===== src/rtl/wb_regbank.sv =====
// Wishbone-style register bank: read-write config registers plus top-indexed read-only status words.
// Optional WB_REGBANK_ERR_EN adds ERR_I for out-of-range accesses and writes to read-only registers.
module wb_regbank #(
  parameter int DATA_W   = 16,
  parameter int NUM_REGS = 8,
  parameter int NUM_RO   = 2,
  parameter int ADDR_W   = 16
) (
  input  logic                                     clk,
  input  logic                                     reset_n,
  input  logic                                     CYC_O,
  input  logic                                     STB_O,
  input  logic                                     WE_O,
  input  logic [ADDR_W-1:0]                        ADR_O,
  input  logic [DATA_W-1:0]                        DAT_O,
  output logic [DATA_W-1:0]                        DAT_I,
  output logic                                     ACK_I,
  input  logic [((NUM_RO > 0) ? NUM_RO*DATA_W : 1)-1:0] status_in,
  output logic [(NUM_REGS-NUM_RO)*DATA_W-1:0]      cfg_out,
  output logic [NUM_REGS-1:0]                      wr_pulse
`ifdef WB_REGBANK_ERR_EN
  ,
  output logic                                     ERR_I
`endif
);

  localparam int NUM_RW = NUM_REGS - NUM_RO;
  localparam logic [0:0] IDLE = 1'b0;
  localparam logic [0:0] RESP = 1'b1;

  logic [0:0]          state_q, state_d;
  logic [DATA_W-1:0]   regs_q [NUM_RW];
  logic [DATA_W-1:0]   regs_d [NUM_RW];
  logic [DATA_W-1:0]   dat_q, dat_d;
  logic                ack_q, ack_d;
  logic [NUM_REGS-1:0] wr_pulse_q, wr_pulse_d;
  logic [DATA_W-1:0]   reg_view [NUM_REGS];
  logic [DATA_W-1:0]   rd_val;
  logic                accept;
`ifdef WB_REGBANK_ERR_EN
  logic                err_q, err_d;
  logic                bad;
`endif

  for (genvar i = 0; i < NUM_RW; i++) begin : g_rw
    assign reg_view[i]                 = regs_q[i];
    assign cfg_out[i*DATA_W +: DATA_W] = regs_q[i];
  end

  if (NUM_RO > 0) begin : g_ro
    for (genvar k = 0; k < NUM_RO; k++) begin : g_word
      assign reg_view[NUM_RW+k] = status_in[k*DATA_W +: DATA_W];
    end
  end else begin : g_no_ro
    logic unused_status;
    assign unused_status = ^status_in;
  end

  always_comb begin
    accept     = (state_q == IDLE) && CYC_O && STB_O;
    state_d    = accept ? RESP : IDLE;
    rd_val     = '0;
    wr_pulse_d = '0;
    // Full-width compare so high address bits never alias onto low registers
    for (int i = 0; i < NUM_REGS; i++) begin
      if (ADR_O == ADDR_W'(i)) rd_val = reg_view[i];
    end
    for (int i = 0; i < NUM_RW; i++) begin
      regs_d[i] = regs_q[i];
      if (accept && WE_O && (ADR_O == ADDR_W'(i))) begin
        regs_d[i]     = DAT_O;
        wr_pulse_d[i] = 1'b1;
      end
    end
    dat_d = (accept && !WE_O) ? rd_val : '0;
`ifdef WB_REGBANK_ERR_EN
    bad   = (ADR_O >= ADDR_W'(NUM_REGS)) || (WE_O && (ADR_O >= ADDR_W'(NUM_RW)));
    ack_d = accept && !bad;
    err_d = accept && bad;
`else
    ack_d = accept;
`endif
  end

  always_ff @(posedge clk) begin
    if (!reset_n) begin
      state_q    <= IDLE;
      dat_q      <= '0;
      ack_q      <= 1'b0;
      wr_pulse_q <= '0;
      for (int i = 0; i < NUM_RW; i++) regs_q[i] <= '0;
`ifdef WB_REGBANK_ERR_EN
      err_q      <= 1'b0;
`endif
    end else begin
      state_q    <= state_d;
      dat_q      <= dat_d;
      ack_q      <= ack_d;
      wr_pulse_q <= wr_pulse_d;
      for (int i = 0; i < NUM_RW; i++) regs_q[i] <= regs_d[i];
`ifdef WB_REGBANK_ERR_EN
      err_q      <= err_d;
`endif
    end
  end

  // A master dropping CYC_O in the response cycle aborts the acknowledge only
  assign ACK_I    = ack_q & CYC_O;
  assign DAT_I    = dat_q;
  assign wr_pulse = wr_pulse_q;
`ifdef WB_REGBANK_ERR_EN
  assign ERR_I    = err_q & CYC_O;
`endif

endmodule


===== config.mk =====
export PLATFORM = sky130hd
export DESIGN_NAME = wb_regbank
export DESIGN_NICKNAME = d
export VERILOG_FILES = /design/src/rtl/wb_regbank.sv
export SDC_FILE = /design/constraint.sdc
export NUM_CORES = 1
export LEC_CHECK = 0
export CORE_MARGIN = 2
export CORE_UTILIZATION = 41
export CTS_CLUSTER_DIAMETER = 150
export CTS_CLUSTER_SIZE = 40
export DETAILED_ROUTE_END_ITERATION = 7
export HOLD_SLACK_MARGIN = 0.06
export PLACE_DENSITY = 0.83
export SLEW_MARGIN = 20
export SYNTH_ARGS = -nofsm -noshare
export SYNTH_HDL_FRONTEND = slang
export SYNTH_SLANG_ARGS = --single-unit

===== constraint.sdc =====
create_clock -name clk -period 2.1 [get_ports clk]
set_input_delay 0.42 -clock clk [delete_from_list [all_inputs] [get_ports clk]]
set_output_delay 0.42 -clock clk [all_outputs]
set_load 0.01 [all_outputs]

==> results.tsv, run 1 <==
metric	value	unit
Yosys reg bits	119	
Pre-antenna DRT Iters	5	
ys async rst share	0	
Clock Tree Root	clkbuf_16	
CP endpoint kind	flop	
Critical Path RT	2370	ps
maximum number of pins on one net before global-route repair	98	
Overflow after GRT	0	
placed insts	962	
met1 Use GR	0.363	
dpl hpwl	13900	um
Reg2Reg Setup Slack	260	ps
clock buffer count from CTS	17	
hold path depth	2	
register area share after synthesis	0.444	
Die Ht	118	um
final slew viol count	0	
VDD IR max	0.000441	V
Crit Path Max Fanout	8	
PortBufs	187	
Routed Antenna Nets	0	
post-route minimum period	2020	ps
Diodes inserted	0	
placed cell area	0.00771	mm2
dominant synthesized flop cell	dfxtp_1	
Starting Density	0.422	
PwrDens	674	mW/mm2
type of the tightest min-delay check	in -> reg	
Mapped Cells	598	
met2 Use GR	0.449	
synth unique cells	43	
clock buffer depth	2	
Pleak	3.04	nW
die width	118	um
Initial DRC Count	418	
# setup viols final	0	
gr usage total	0.278	
non-filler cells, final	995	
GR Util met3	0.0835	
Syn Area/Cell	8.98	um2
fraction of the cycle the final worst path needs	0.962	
vias in the first global route	5448	
number of enable flip-flop cells after synthesis	0	
final instance area	0.00838	mm2
R2R Path End	regs_q[5][7]$_SDFFE_PN0P_	
clk_skew	7.00	ps
max incr delay on CP	440	ps
Clock transition at path regs	50	ps
fin nets	880	
family with the most delay on the worst path	buffers and inverters	
Worst Hold End	wr_pulse[2]$_SDFF_PN0_	
Die ar.	0.0140	mm2
vias	5396	
Critical Path Source Type	input port	
TritonCTS clock tree	built	
status	finished, final reports clean	
FMAX	0.495	GHz
FF-to-FF Start	state_q$_SDFF_PN0_	
num rows	41	
crit-path cells	clkdlybuf4s50_1 > nor4_4 > buf_4 > nand3_4 > buf_6 > nor3_4 > clkbuf_16 > mux2i_1 > nor2_1	
Crit Path Category	in -> reg	
DR DRC count	0	
H-tree depth	4	
CTS Hold Bufs	0	
global placement routability congestion	0.933	
R2R cell count	7	
Ys Warns	0	
CTS Sinks	119	
area grow syn2layout	56.0	%
initial antenna violation count	0	
grt peak-use layer	met2	
vias per cell	5.42	
hold path startpoint	ADR_O[0]	
Final Hold Vio Count	0	
Syn Std Cell Area	0.00537	mm2
slowest CP cell	clkdlybuf4s50_1	
wire per inst	19.5	um
worst path arrival time	2290	ps
area share of the largest cell type after synthesis	0.444	
RSZ-0062 raised after global routing	no	
largest area contributor in the netlist	dfxtp_1	
worst skew pair latency	410	ps
# IOs	190	
maxcap violations	0	
wirelength, routed	19400	um
first-pass GRT wire length	30600	um
crit path from	ADR_O[5]	
Synth area leaders	dfxtp_1 (44%), mux2i_1 (18%), nand2_1 (6.6%)	
critical path buffer and inverter count	4	
layout cells sized above 1	0.134	
Core ar.	0.0127	mm2
==> repair_timing <==
item                                    4_1_cts  5_1_grt
endpoints found under the setup margin        0       64
gates resized for setup                       0        8
hold endpoints to repair                      0        0
buffers inserted                              0        1
==> state kept, by name, summed over array words and instances, names as in the netlist <==
| register | flops |
|---|---|
| regs_q | 96 |
| DAT_I | 16 |
| wr_pulse | 6 |
| state_q | 1 |
==> worst max-delay path by stage <==
| stage | endpoint | slack [ps] | depth (start not counted) |
|---|---|---|---|
| detailed placement | regs_q[4][2]$_SDFFE_PN0P_ | -390 | 9 |
| finish | regs_q[5][7]$_SDFFE_PN0P_ | 80 | 9 |
| CTS | regs_q[4][7]$_SDFFE_PN0P_ | 8 | 9 |
| global placement | regs_q[2][3]$_SDFFE_PN0P_ | -340 | 8 |
| global route | regs_q[5][4]$_SDFFE_PN0P_ | 20 | 9 |
| floorplan | regs_q[1][10]$_SDFFE_PN0P_ | 20 | 6 |
==> kinds of logic (layout without fill, tap and decap cells) <==
family                 after synthesis  after routing  synth area share
and+or+nand+nor                    211            211             0.189
DFF                                119            119             0.444
AOI/OAI and AO/OA                  114            114             0.126
muxes                              106            106             0.200
buffers and inverters               47            271            0.0401
other                                1              2          0.000698
==> power by group <==
part	switching, W	leakage, nW	internal, W	total, W
Combinational	0.000229	1.78	0.000208	0.000437
Clock	0.000973	0.302	0.00197	0.00295
Sequential	0.000000423	0.958	0.00226	0.00226
==> synthesized netlist by cell type, types with 2 or more instances <==
master and count:
nor3_4 3, or3_1 2, nor2b_1 5, buf_4 5
o21a_1 2, nor4_4 4, o2111ai_1 2, mux2i_1 94
nor3_1 7, a222oi_1 4, or2_2 2, dfxtp_1 119
inv_1 3, o21ai_0 38, nand2_1 94, nor2_1 71
a21oi_1 45, a221oi_1 11, or4_1 2, nand2b_1 6
buf_2 10, a211o_1 4, a211oi_1 4, clkbuf_1 25
nor4_1 3, nand3_1 3, buf_1 3, mux2_2 12
==> cell usage in the layout, fill, tap and decap left out, types with 11 or more instances in the layout <==
cell	instances
nor2_1	71
dfxtp_1	119
a21oi_1	45
clkbuf_16	18
mux2_2	12
nand2_1	94
mux2i_1	93
a221oi_1	11
clkdlybuf4s50_1	181
o21ai_0	38
buf_4	40
==> final cells by class <==
| class | count | area, um2 |
|---|---|---|
| Inverter | 3 | 11.3 |
| Clock buffer | 22 | 484 |
| Clock inverter | 9 | 123 |
| Tap cell | 172 | 215 |
| Sequential cell | 119 | 2380 |
| Multi-Input combinational cell | 433 | 2800 |
| Timing Repair Buffer | 237 | 2370 |
| Fill cell | 1054 | 4340 |
==> layer usage <==
layer,routed length (um),vias up
li1,-,2520
met1,8210,2550
met2,9120,297
met3,1780,29
met4,321,0
met5,0,-
==> metrics by stage <==
step	total power (W)	setup WS [ps]	hold slack, ps	util	TNS, ps
after floorplan	0.00248	20.2	487	-	0
after global placement	0.00273	-340	453	0.606	-32350
after detailed placement	0.00274	-390	462	0.606	-34750
after CTS	0.00567	8.50	290	0.654	0
after global routing	0.00580	17.1	296	0.659	0
final	0.00564	80.0	303	0.659	0
==> worst register-to-register path: cells and delay by family, from the launching register on <==
family | cells | cell delay (ps)
DFF | 1 | 310
and+or+nand+nor | 4 | 810
muxes | 1 | 200
buffers and inverters | 2 | 400
Note: power is estimated with default switching activity, not from simulation.
==> inputs of run 2 (changes only) <==
--- a/config.mk
+++ b/config.mk
@@ -7,7 +7,7 @@
 export LEC_CHECK = 0
 export CORE_MARGIN = 2
 export CORE_UTILIZATION = 41
-export CTS_CLUSTER_DIAMETER = 150
+export CTS_CLUSTER_DIAMETER = 30
 export CTS_CLUSTER_SIZE = 40
 export DETAILED_ROUTE_END_ITERATION = 7
 export HOLD_SLACK_MARGIN = 0.06
==> constraint.sdc (replaced) <==
create_clock -name clk -period 2.1 [get_ports clk]
set_input_delay 0.315 -clock clk [delete_from_list [all_inputs] [get_ports clk]]
set_output_delay 0.315 -clock clk [all_outputs]
set_load 0.01 [all_outputs]
==> run 2 against run 1 <==
  * Final cell count fell by 0.10%
  * Global-route usage is 1.1 points lower
  * First-iteration DRC count is 3.3% higher
  * Routed wire length is 0.26% lower
  * Setup slack better by 1.1 ps
  * Fmax is essentially flat
  * Design area is 0.46% lower
  * Clock skew decreased by 1.7 ps
  * Clock power decreased by 4%
  * Largest cell class unchanged
==> results.tsv, run 2 (same netlist as run 1, synthesis figures left out) <==
metric	value	unit	change
Overflow after GRT	0		unchanged
CTS Hold Bufs	0		unchanged
clock buffer count from CTS	17		unchanged
wire per inst	19.5	um	about the same
maxcap violations	0		unchanged
die width	118	um	unchanged
Crit Path Category	in -> reg		unchanged
commonest non-fill, non-tap cells in the layout	clkdlybuf4s50_1 (185), dfxtp_1 (119), mux2i_1 (94), nand2_1 (94), nor2_1 (71)		was clkdlybuf4s50_1 (181), dfxtp_1 (119), nand2_1 (94)
fraction of the cycle the final worst path needs	0.961		was 0.962
Pre-antenna DRT Iters	5		unchanged
fillers	1033		was 1054
placed cell area	0.00777	mm2	was 0.00771 mm2
Diodes inserted	0		unchanged
worst path arrival time	2320	ps	was 2290 ps
final instance area	0.00834	mm2	was 0.00838 mm2
num rows	41		unchanged
Initial DRC Count	432		was 418
Largest Register	regs_q		unchanged
Die Ht	118	um	unchanged
vias	5490		was 5396
CTS Sinks	119		unchanged
number of setup buffers added after CTS	0		unchanged
final slew viol count	0		unchanged
fin util	0.656		was 0.659
Final Hold Vio Count	0		unchanged
Core ar.	0.0127	mm2	unchanged
clk_skew	5.30	ps	was 7.00 ps
global placement routability congestion	0.949		was 0.933
DR DRC count	0		unchanged
Pleak	2.99	nW	was 3.04 nW
PwrDens	662	mW/mm2	was 674 mW/mm2
number of flip-flops under the largest register name	96		unchanged
clock buffer depth	2		unchanged
# IOs	190		unchanged
vias per cell	5.52		was 5.42
status	finished, final reports clean		unchanged
H-tree depth	4		unchanged
Clock Tree Root	clkbuf_16		unchanged
Critical Path RT	2400	ps	was 2370 ps
area grow syn2layout	55.3	%	was 56.0%
CP endpoint kind	flop		unchanged
maximum number of pins on one net before global-route repair	33		was 98
initial antenna violation count	0		unchanged
Die ar.	0.0140	mm2	unchanged
VDD IR max	0.000560	V	was 0.000441 V
commonest non-fill, non-tap cell in the layout	clkdlybuf4s50_1		unchanged
Slew headroom	0.648		
Starting Density	0.422		unchanged
# setup viols final	0		unchanged
setup TNS	0	ps	unchanged
post-cts sizing count	0		unchanged
RSZ-0062 raised after global routing	no		unchanged
type of the tightest min-delay check	in -> reg		unchanged
wirelength, routed	19400	um	about the same
Total Power	0.00552	W	was 0.00564 W
first-pass GRT wire length	29400	um	was 30600 um
gr usage total	0.267		was 0.278
worst skew pair latency	410	ps	about the same
post-route minimum period	2020	ps	about the same
fin nets	879		was 880
Clock transition at path regs	50	ps	about the same
Crit Path Max Fanout	16		was 8
FMAX	0.495	GHz	about the same
vias in the first global route	5255		was 5448
worst hold slack	248	ps	was 303 ps
PortBufs	187		unchanged
layout cells sized above 1	0.129		was 0.134
Critical Path Source Type	input port		unchanged
dpl hpwl	13900	um	about the same
worst-margin pin slew	528	ps	
TritonCTS clock tree	built		unchanged
Routed Antenna Nets	0		unchanged
-- run 2: cell count changes in the layout (fill, tap and decap cells not counted), moves of 3 or more --
cell / delta
buf_12: +4
clkdlybuf4s50_1: +4
dlymetal6s2s_1: -4
buf_4: -3
-- run 2: final cells by class --
type                            count  area (um2)  area share
Multi-Input combinational cell    433        2780       0.333
Sequential cell                   119        2380       0.286
Timing Repair Buffer              236        2380       0.285
Clock buffer                       22         474      0.0569
Tap cell                          172         215      0.0258
Clock inverter                      9         100      0.0120
Inverter                            3        11.3     0.00135
-- run 2: stage by stage --
step	setup slack [ps]	cells
final	81.0	994
after global routing	2.20	994
after detailed placement	-330	963
after global placement	-287	963
after floorplan	125	599
after CTS	69.2	994
-- run 2: worst max-delay path, cell delays in order --
cell and delay [ps]:
clkdlybuf4s50_1 440, nor4_4 300, buf_4 180, nand3_4 120
or4_1 570, buf_4 240, nand2_1 80, a21oi_1 60
-- run 2: path summary, 6_finish.rpt --
path         slack, ps                       from  depth (start not counted)                        end
max                 80                  ADR_O[15]                          8  regs_q[2][5]$_SDFFE_PN0P_
min reg2reg        470  regs_q[3][8]$_SDFFE_PN0P_                          2  regs_q[3][8]$_SDFFE_PN0P_
min                250                   ADR_O[0]                          2     wr_pulse[2]$_SDFF_PN0_
max reg2reg        230         state_q$_SDFF_PN0_                          6  regs_q[2][5]$_SDFFE_PN0P_
-- run 2: power breakdown --
part	switching [W]	internal, W	total [W]
Clock	0.000996	0.00182	0.00282
Combinational	0.000231	0.000214	0.000445
Sequential	0.000000412	0.00226	0.00226
Total	0.00123	0.00429	0.00552
-- run 2: per-layer routing --
layer,wire [um],track usage
met4,469,0.0945
met1,8250,0.361
met2,8660,0.409
met5,0,0
met3,2000,0.0734
